<file path="config.mk">
export PLATFORM = sky130hd
export DESIGN_NAME = hazard_stall_ctrl
export DESIGN_NICKNAME = d
export VERILOG_FILES = /design/src/rtl/hazard_stall_ctrl.sv
export SDC_FILE = /design/constraint.sdc
export NUM_CORES = 1
export LEC_CHECK = 0
export ABC_CLOCK_PERIOD_IN_PS = 2100
export BUFFER_PORTS_ARGS = -buffer_cell sky130_fd_sc_hd__buf_4
export CAP_MARGIN = 20
export CORE_MARGIN = 5
export CORE_UTILIZATION = 40
export CTS_BUF_LIST = sky130_fd_sc_hd__clkbuf_8
export DETAILED_ROUTE_END_ITERATION = 10
export PLACE_DENSITY_LB_ADDON = 0.05
export REMOVE_ABC_BUFFERS = 1
export SETUP_SLACK_MARGIN = 0.2
export SLEW_MARGIN = 10
export SYNTH_ARGS = -nofsm -noshare
export SYNTH_HDL_FRONTEND = slang
export SYNTH_SLANG_ARGS = --single-unit
</file>
<file path="constraint.sdc">
create_clock -name clk -period 2.1 [get_ports clk]
set_input_delay 0.21 -clock clk [delete_from_list [all_inputs] [get_ports clk]]
set_output_delay 0.21 -clock clk [all_outputs]
set_load 0.02 [all_outputs]
</file>
<file path="src/rtl/hazard_stall_ctrl.sv">
// hazard_stall_ctrl
// Pipeline hazard and stall controller for a 5-stage in-order core.
// Handles three cases, in priority order:
//   1. Data-memory freeze: the MEM stage waits for the data memory.
//   2. Taken branch: the younger instructions are flushed.
//   3. Load-use: the pipeline stalls for one cycle.
// A data-memory wait longer than MAX_WAIT cycles locks the controller in
// TIMEOUT. Only reset leaves TIMEOUT.
// The controller also keeps a saturating count of cycles with the PC held.

module hazard_stall_ctrl #(
  parameter int MAX_WAIT = 15,  // MEM_WAIT cycles allowed before timeout (1..255)
  parameter int CNT_W    = 16   // width of the stall performance counter
) (
  input  logic             clk,
  input  logic             rst_n,
  input  logic [4:0]       i_id_rs1,
  input  logic [4:0]       i_id_rs2,
  input  logic             i_id_uses_rs2,
  input  logic             i_idex_mem_read,
  input  logic [4:0]       i_idex_rd,
  input  logic             i_ex_branch_taken,
  input  logic             i_mem_req,
  input  logic             i_mem_ready,
  output logic             o_pc_write,
  output logic             o_if_id_reg_ctrl,
  output logic             o_if_id_flush,
  output logic             o_id_ex_bubble,
  output logic             o_ex_mem_hold,
  output logic [CNT_W-1:0] o_stall_cnt,
  output logic             o_timeout_err
);

  localparam logic [1:0] RUN      = 2'd0;
  localparam logic [1:0] MEM_WAIT = 2'd1;
  localparam logic [1:0] TIMEOUT  = 2'd2;

  localparam logic [7:0] MAX_WAIT_C = 8'(MAX_WAIT);

  logic [1:0]       r_state;
  logic [1:0]       w_next_state;
  logic [7:0]       r_wait_cnt;
  logic [7:0]       w_wait_cnt_next;
  logic [7:0]       w_wait_inc;
  logic [CNT_W-1:0] r_stall_cnt;
  logic             w_mem_freeze;
  logic             w_load_use;

  // Raw hazard conditions. A freeze only matters in RUN or MEM_WAIT, and
  // the state decode below applies that restriction.
  assign w_mem_freeze = i_mem_req & ~i_mem_ready;
  assign w_load_use   = i_idex_mem_read && (i_idex_rd != 5'd0) &&
                        ((i_idex_rd == i_id_rs1) ||
                         (i_id_uses_rs2 && (i_idex_rd == i_id_rs2)));
  assign w_wait_inc   = r_wait_cnt + 8'd1;

  // Output decode and next-state / wait-counter selection.
  always_comb begin
    // NOTE: every output of this block gets a value before the case, so no
    // path through the block leaves a signal unassigned and no latch is inferred.
    o_pc_write       = 1'b1;
    o_if_id_reg_ctrl = 1'b1;
    o_if_id_flush    = 1'b0;
    o_id_ex_bubble   = 1'b0;
    o_ex_mem_hold    = 1'b0;
    w_next_state     = r_state;
    w_wait_cnt_next  = r_wait_cnt;

    case (r_state)
      RUN, MEM_WAIT: begin
        if (w_mem_freeze) begin
          // The whole pipeline freezes. The freeze hides any pending branch,
          // so that branch is acted on in the first unfrozen cycle.
          o_pc_write       = 1'b0;
          o_if_id_reg_ctrl = 1'b0;
          o_ex_mem_hold    = 1'b1;
          if (r_state == RUN) begin
            w_next_state    = MEM_WAIT;
            w_wait_cnt_next = 8'd0;
          end else begin
            w_wait_cnt_next = w_wait_inc;
            w_next_state    = (w_wait_inc >= MAX_WAIT_C) ? TIMEOUT : MEM_WAIT;
          end
        end else begin
          // No freeze: apply the RUN rules in this same cycle.
          w_next_state = RUN;
          if (i_ex_branch_taken) begin
            o_if_id_flush  = 1'b1;
            o_id_ex_bubble = 1'b1;
          end else if (w_load_use) begin
            o_pc_write       = 1'b0;
            o_if_id_reg_ctrl = 1'b0;
            o_id_ex_bubble   = 1'b1;
          end
        end
      end
      TIMEOUT: begin
        // Stop the pipeline until reset.
        o_pc_write       = 1'b0;
        o_if_id_reg_ctrl = 1'b0;
        o_ex_mem_hold    = 1'b1;
        o_id_ex_bubble   = 1'b1;
      end
      default: begin
        w_next_state = RUN;
      end
    endcase
  end

  // State and wait-counter registers.
  always_ff @(posedge clk or negedge rst_n) begin
    if (!rst_n) begin
      r_state    <= RUN;
      r_wait_cnt <= 8'd0;
    end else begin
      // NOTE: clocked state uses non-blocking assignments, so every register
      // in this block updates from values taken before the clock edge.
      r_state    <= w_next_state;
      r_wait_cnt <= w_wait_cnt_next;
    end
  end

  // Saturating count of cycles with the PC held.
  always_ff @(posedge clk or negedge rst_n) begin
    if (!rst_n) begin
      r_stall_cnt <= '0;
    end else if (!o_pc_write && (r_stall_cnt != {CNT_W{1'b1}})) begin
      r_stall_cnt <= r_stall_cnt + CNT_W'(1);
    end
  end

  assign o_stall_cnt   = r_stall_cnt;
  assign o_timeout_err = (r_state == TIMEOUT);

endmodule

</file>
---- Yosys cells after proc, flatten, opt, wreduce, memory -nomap -nowiden ----
Index checks and enable logic that the tools add are counted.
word-level totals
  flip-flop bits (word level) ............. 26
  output and inout port bits .............. 22
  word-level logic and storage cells ...... 41
cells by class
  $add $sub $neg .......................... 2
  order comparisons ....................... 1
  eq/ne operators ......................... 5
  multiplexer cells ....................... 18
  bitwise logic cells ..................... 2
  reductions and logical operators ........ 10
operator list
  operator                                                                              number
  16-bit by 1-bit adder with 16-bit output (second input constant)                      1
  16-bit != test (second input constant)                                                1
  5-bit equality test                                                                   2
  1-bit two-way mux                                                                     10
  8-bit by 1-bit adder with 8-bit output (second input constant)                        1
  8-bit by 4-bit greater-or-equal comparator with 1-bit output (second input constant)  1
  8-bit two-way mux                                                                     1
  2-bit two-way mux                                                                     3
  1-bit one-hot mux with 2 select lines                                                 3
  5-bit nonzero test                                                                    1
  1-bit logical AND                                                                     4
  2-bit one-hot mux with 2 select lines                                                 1
  2-bit by 1-bit equality test with 1-bit output (second input constant)                1
  2-bit equality test (second input constant)                                           1
  2-bit logical NOT                                                                     1
  2-bit AND reduction                                                                   1
  2-bit OR reduction                                                                    1
  1-bit AND                                                                             1
  1-bit logical NOT                                                                     1
  1-bit logical OR                                                                      1
  1-bit NOT                                                                             1

---- Logic depth before layout (Yosys ltp) ----
  word-level depth ........................ 10
  gate-level depth with buffers ........... 8

---- Worst setup path before layout ----
Ideal clock, no wire load.
  path type ............................... flip-flop to flip-flop
  from .................................... register r_wait_cnt[0]
  to ...................................... register r_state[1]
  library setup time ...................... 0.120 ns
  arrival time ............................ 1.786 ns
  data required time ...................... 1.980 ns
  path slack .............................. 0.194 ns
  stages on the path, launching flop included .. 9
  path buffers ............................ 0
  cell sequence ........................... dfrtp_1 -> inv_1 -> ha_1 -> o21ai_0 -> o21ai_0 -> a2111oi_0 -> a21oi_1 -> or2_2 -> a31o_2
on the way
  longest elaborated chain between the ends .. 6
ends and longest elaborated chain
  what                                                          line  text
  start, declared                                               42    logic [7:0] r_wait_cnt;
  start signal, assigned                                        119   r_wait_cnt <= w_wait_cnt_next;
  8-bit by 1-bit adder with 8-bit output                        55    assign w_wait_inc = r_wait_cnt + 8'd1;
  8-bit by 4-bit greater-or-equal comparator with 1-bit output  82    w_next_state = (w_wait_inc >= MAX_WAIT_C) ? TIMEOUT : MEM_WAIT;
  2-bit two-way mux                                             82
  2-bit two-way mux                                             77    if (r_state == RUN) begin
  2-bit two-way mux                                             71    if (w_mem_freeze) begin
  2-bit one-hot mux with 2 select lines                         69    case (r_state)
  end signal, assigned                                          118   r_state <= w_next_state;
  end, declared                                                 40    logic [1:0] r_state;
Every way passes these cells.
A chain may end at the register's enable or synchronous reset.

---- Worst setup path after layout ----
Ends and elaborated chain as after synthesis.

==> flow_metrics.tcl <==
set metrics [dict create \
    outcome "finished, final reports clean" \
    cts-root-buf "clkbuf_8" \
    antenna_found_initial 0 \
    synth_flop_cell "dfrtp_1" \
    antenna_left 0 \
    final_nets 239 \
    clkPwrFrac_pct 16.8 \
    die_h_um 72.2 \
    fin_util_pct 57.1 \
    fin_ws_ps 261 \
    hold_viol 0 \
    via_per_inst 5.15 \
    wl_per_cell_um 13.9 \
    cp.arrival_ps 2000 \
    clock_sinks 26 \
    worstPathRequired_ps 2260 \
    dieArea_um2 5220 \
    min_period_ps 1840 \
    h-tree-depth 1 \
    yosysUniqueCellTypes 41 \
    rows 22 \
    clock.fmax_mhz 544 \
    synth_area_um2 1550 \
    route.vias.total 1345 \
    setup_viol 0 \
    drt_iter0_drc 50 \
    crit_slowest_cell "dfrtp_1" \
    io_pins 44 \
    p_int_mw 1.19 \
    drive_above_1_share_pct 37.6 \
    fin_cells 261 \
    period_share_pct 87.6 \
    synth_enable_flop_cells 0 \
    finalSetupTns_ps 0 \
    post-place-cells 251 \
    post-dp-hpwl_um 2660 \
    max_stage_delay_ps 420 \
    grtUsageTotal_pct 14.1 \
    clock_path_buffers 2 \
    grt_max_degree 27 \
    tritoncts "yes" \
    cp_top_family "compound AO/OA/AOI/OAI gates" \
    seq_power_share_pct 40.1 \
    place_ws_ps 68.2 \
    synth-async-reset-ratio_pct 100 \
    drt_first_pass_iters 4 \
    avgSynthCellArea_um2 9.74 \
    maxSlewHeadroom_pct 49.2 \
    path_class "flop to flop" \
    path_depth 8 \
    ys_seq_area_share_pct 42.0 \
    cts_made_buffers 3 \
    ir_drop_v 0.000671 \
    placed_cell_area_um2 1950 \
    p_switching_mw 0.718 \
    p_leak_nw 0.955 \
    power_density_nw_per_um2 900 \
    grt_pass1_vias 1208 \
    path_clk_slew_ps 80 \
    hold_path.class "input pin to flop" \
    place.gp.congestion 0.793 \
    wirelength_um 3620 \
    io_buffers 43 \
    tightest_slew_ps 760 \
    switching_share_pct 37.6 \
    crit_buf_inv 1 \
    drc 0 \
    die_w_um 72.2 \
    comb_power_share_pct 43.2 \
    grt_pass1_wl_um 5970 \
    worstSetupEndpointType "flop" \
    drv_cap 0 \
    ys_warn_count 0 \
    areaGrowthSynthToFinish_pct 36.9 \
    crit_top_cell "o21ai_2" \
    fp.coreArea_um2 3720 \
    whs_path_depth 3 \
    design_area_um2 2120 \
    insertion_delay_ps 270 \
    ys_ff_latch 26 \
    p_total_mw 1.91 \
    antennaDiodeCount 0 \
    crit_fanout 4 \
    fin_skew_ps 5.36 \
    worstRegToRegCells 8 \
    start_kind "flop" \
    cp_cell_sequence "inv_2 -> ha_4 -> o21ai_2 -> o21ai_2 -> a2111oi_2 -> a21oi_1 -> or2_4 -> a31o_4" \
    whs_ps 343 \
    drv_slew 0 \
    overflow 0 \
    floorplan.initialDensity_pct 41.7 \
    rsz0062_at_grt "yes" \
    syn_inst 159 \
]
## cell usage in the layout, fill, tap and decap left out, drive strengths merged, types with 3 or more instances in the layout
cell    Yosys  routed
buf         3      54
dfrtp      26      26
xor2       13      13
nand2      12      12
xnor2      11      11
nand3      11      11
nor3       11      11
o21ai       8       8
inv         6       6
nor2        6       6
a22o        5       5
nand4       4       4
clkbuf      2       4
a21oi       4       4
and3        4       4
nor4b       4       4
mux2        3       3
or2         3       3
ha          3       3
## per-layer routing
metal	share of wire (%)	wire length (µm)	GRT usage, %
met5	0	0	0
met3	6.5	236	3.19
met1	49	1770	20.8
met4	0.52	19	2.51
met2	44	1600	21.2
## power groups by stage
stage / Clock [mW] / Sequential, mW / Combinational (mW)
after floorplan: 0 / 0.885 / 0.295
after global placement: 0 / 0.766 / 0.737
after detailed placement: 0 / 0.773 / 0.749
after CTS: 0.331 / 0.766 / 0.761
after global routing: 0.360 / 0.790 / 0.895
final: 0.320 / 0.764 / 0.824
## final timing paths
| path | slack (ps) | startpoint | to |
|---|---|---|---|
| max in group asynchronous | 1460 | rst_n | r_wait_cnt[4] |
| setup reg to reg | 260 | r_wait_cnt[0] | r_state[1] |
| hold / removal | 340 | i_mem_ready | r_wait_cnt[0] |
| min in group asynchronous | 390 | rst_n | o_stall_cnt[13] |
| setup / recovery | 260 | r_wait_cnt[0] | r_state[1] |
| hold reg to reg | 510 | o_stall_cnt[10] | o_stall_cnt[10] |
## layout make-up
type,count,area [µm²]
Sequential cell,26,651
Timing Repair Buffer,55,415
Multi-Input combinational cell,122,917
Clock buffer,4,55.1
Inverter,6,22.5
Tap cell,48,60.1
Fill cell,319,1600
## cells by family after synthesis
group,after synthesis,synth area share [%]
multiplexers,5,3.47
adder cells (fa/ha/maj),3,2.42
buffers and inverters,11,3.47
AO/OA/AOI/OAI,23,10.7
flip-flops,26,42.0
AND/OR/NAND/NOR,67,24.4
XOR/XNOR,24,13.6
## cells in the mapped netlist, types with 4 or more instances
library cell | n | area share [%]
o21ai_0 | 7 | 2.3
nor3_1 | 10 | 3.2
nor2_1 | 5 | 1.2
dfrtp_1 | 26 | 42
a22o_1 | 5 | 2.8
nand3_1 | 11 | 3.6
nor4b_1 | 4 | 2.3
xor2_1 | 13 | 7.4
nand2_1 | 12 | 2.9
inv_1 | 6 | 1.5
nand4_1 | 4 | 1.6
xnor2_1 | 11 | 6.2
## state kept, by name (all words and copies together), names as in the netlist
| register | cells |
|---|---|
| o_stall_cnt | 16 |
| r_state | 2 |
| r_wait_cnt | 8 |
## repair_timing
item / CTS / global route
gates resized for setup: 7 / 11
hold buffers: 1 / 0
endpoints found under the setup margin: 5 / 12
pin swaps: 1 / 5
endpoints found under the hold margin: 26 / 0
setup buffers: 0 / 5
## worst register-to-register path, stage by stage (launching register included)
cell       delay [ps]
dfrtp_1           420
inv_2              80
ha_4              170
o21ai_2           130
o21ai_2            70
a2111oi_2         340
a21oi_1            70
or2_4             240
a31o_4            210
No activity file was read; power rests on OpenSTA's default activity.
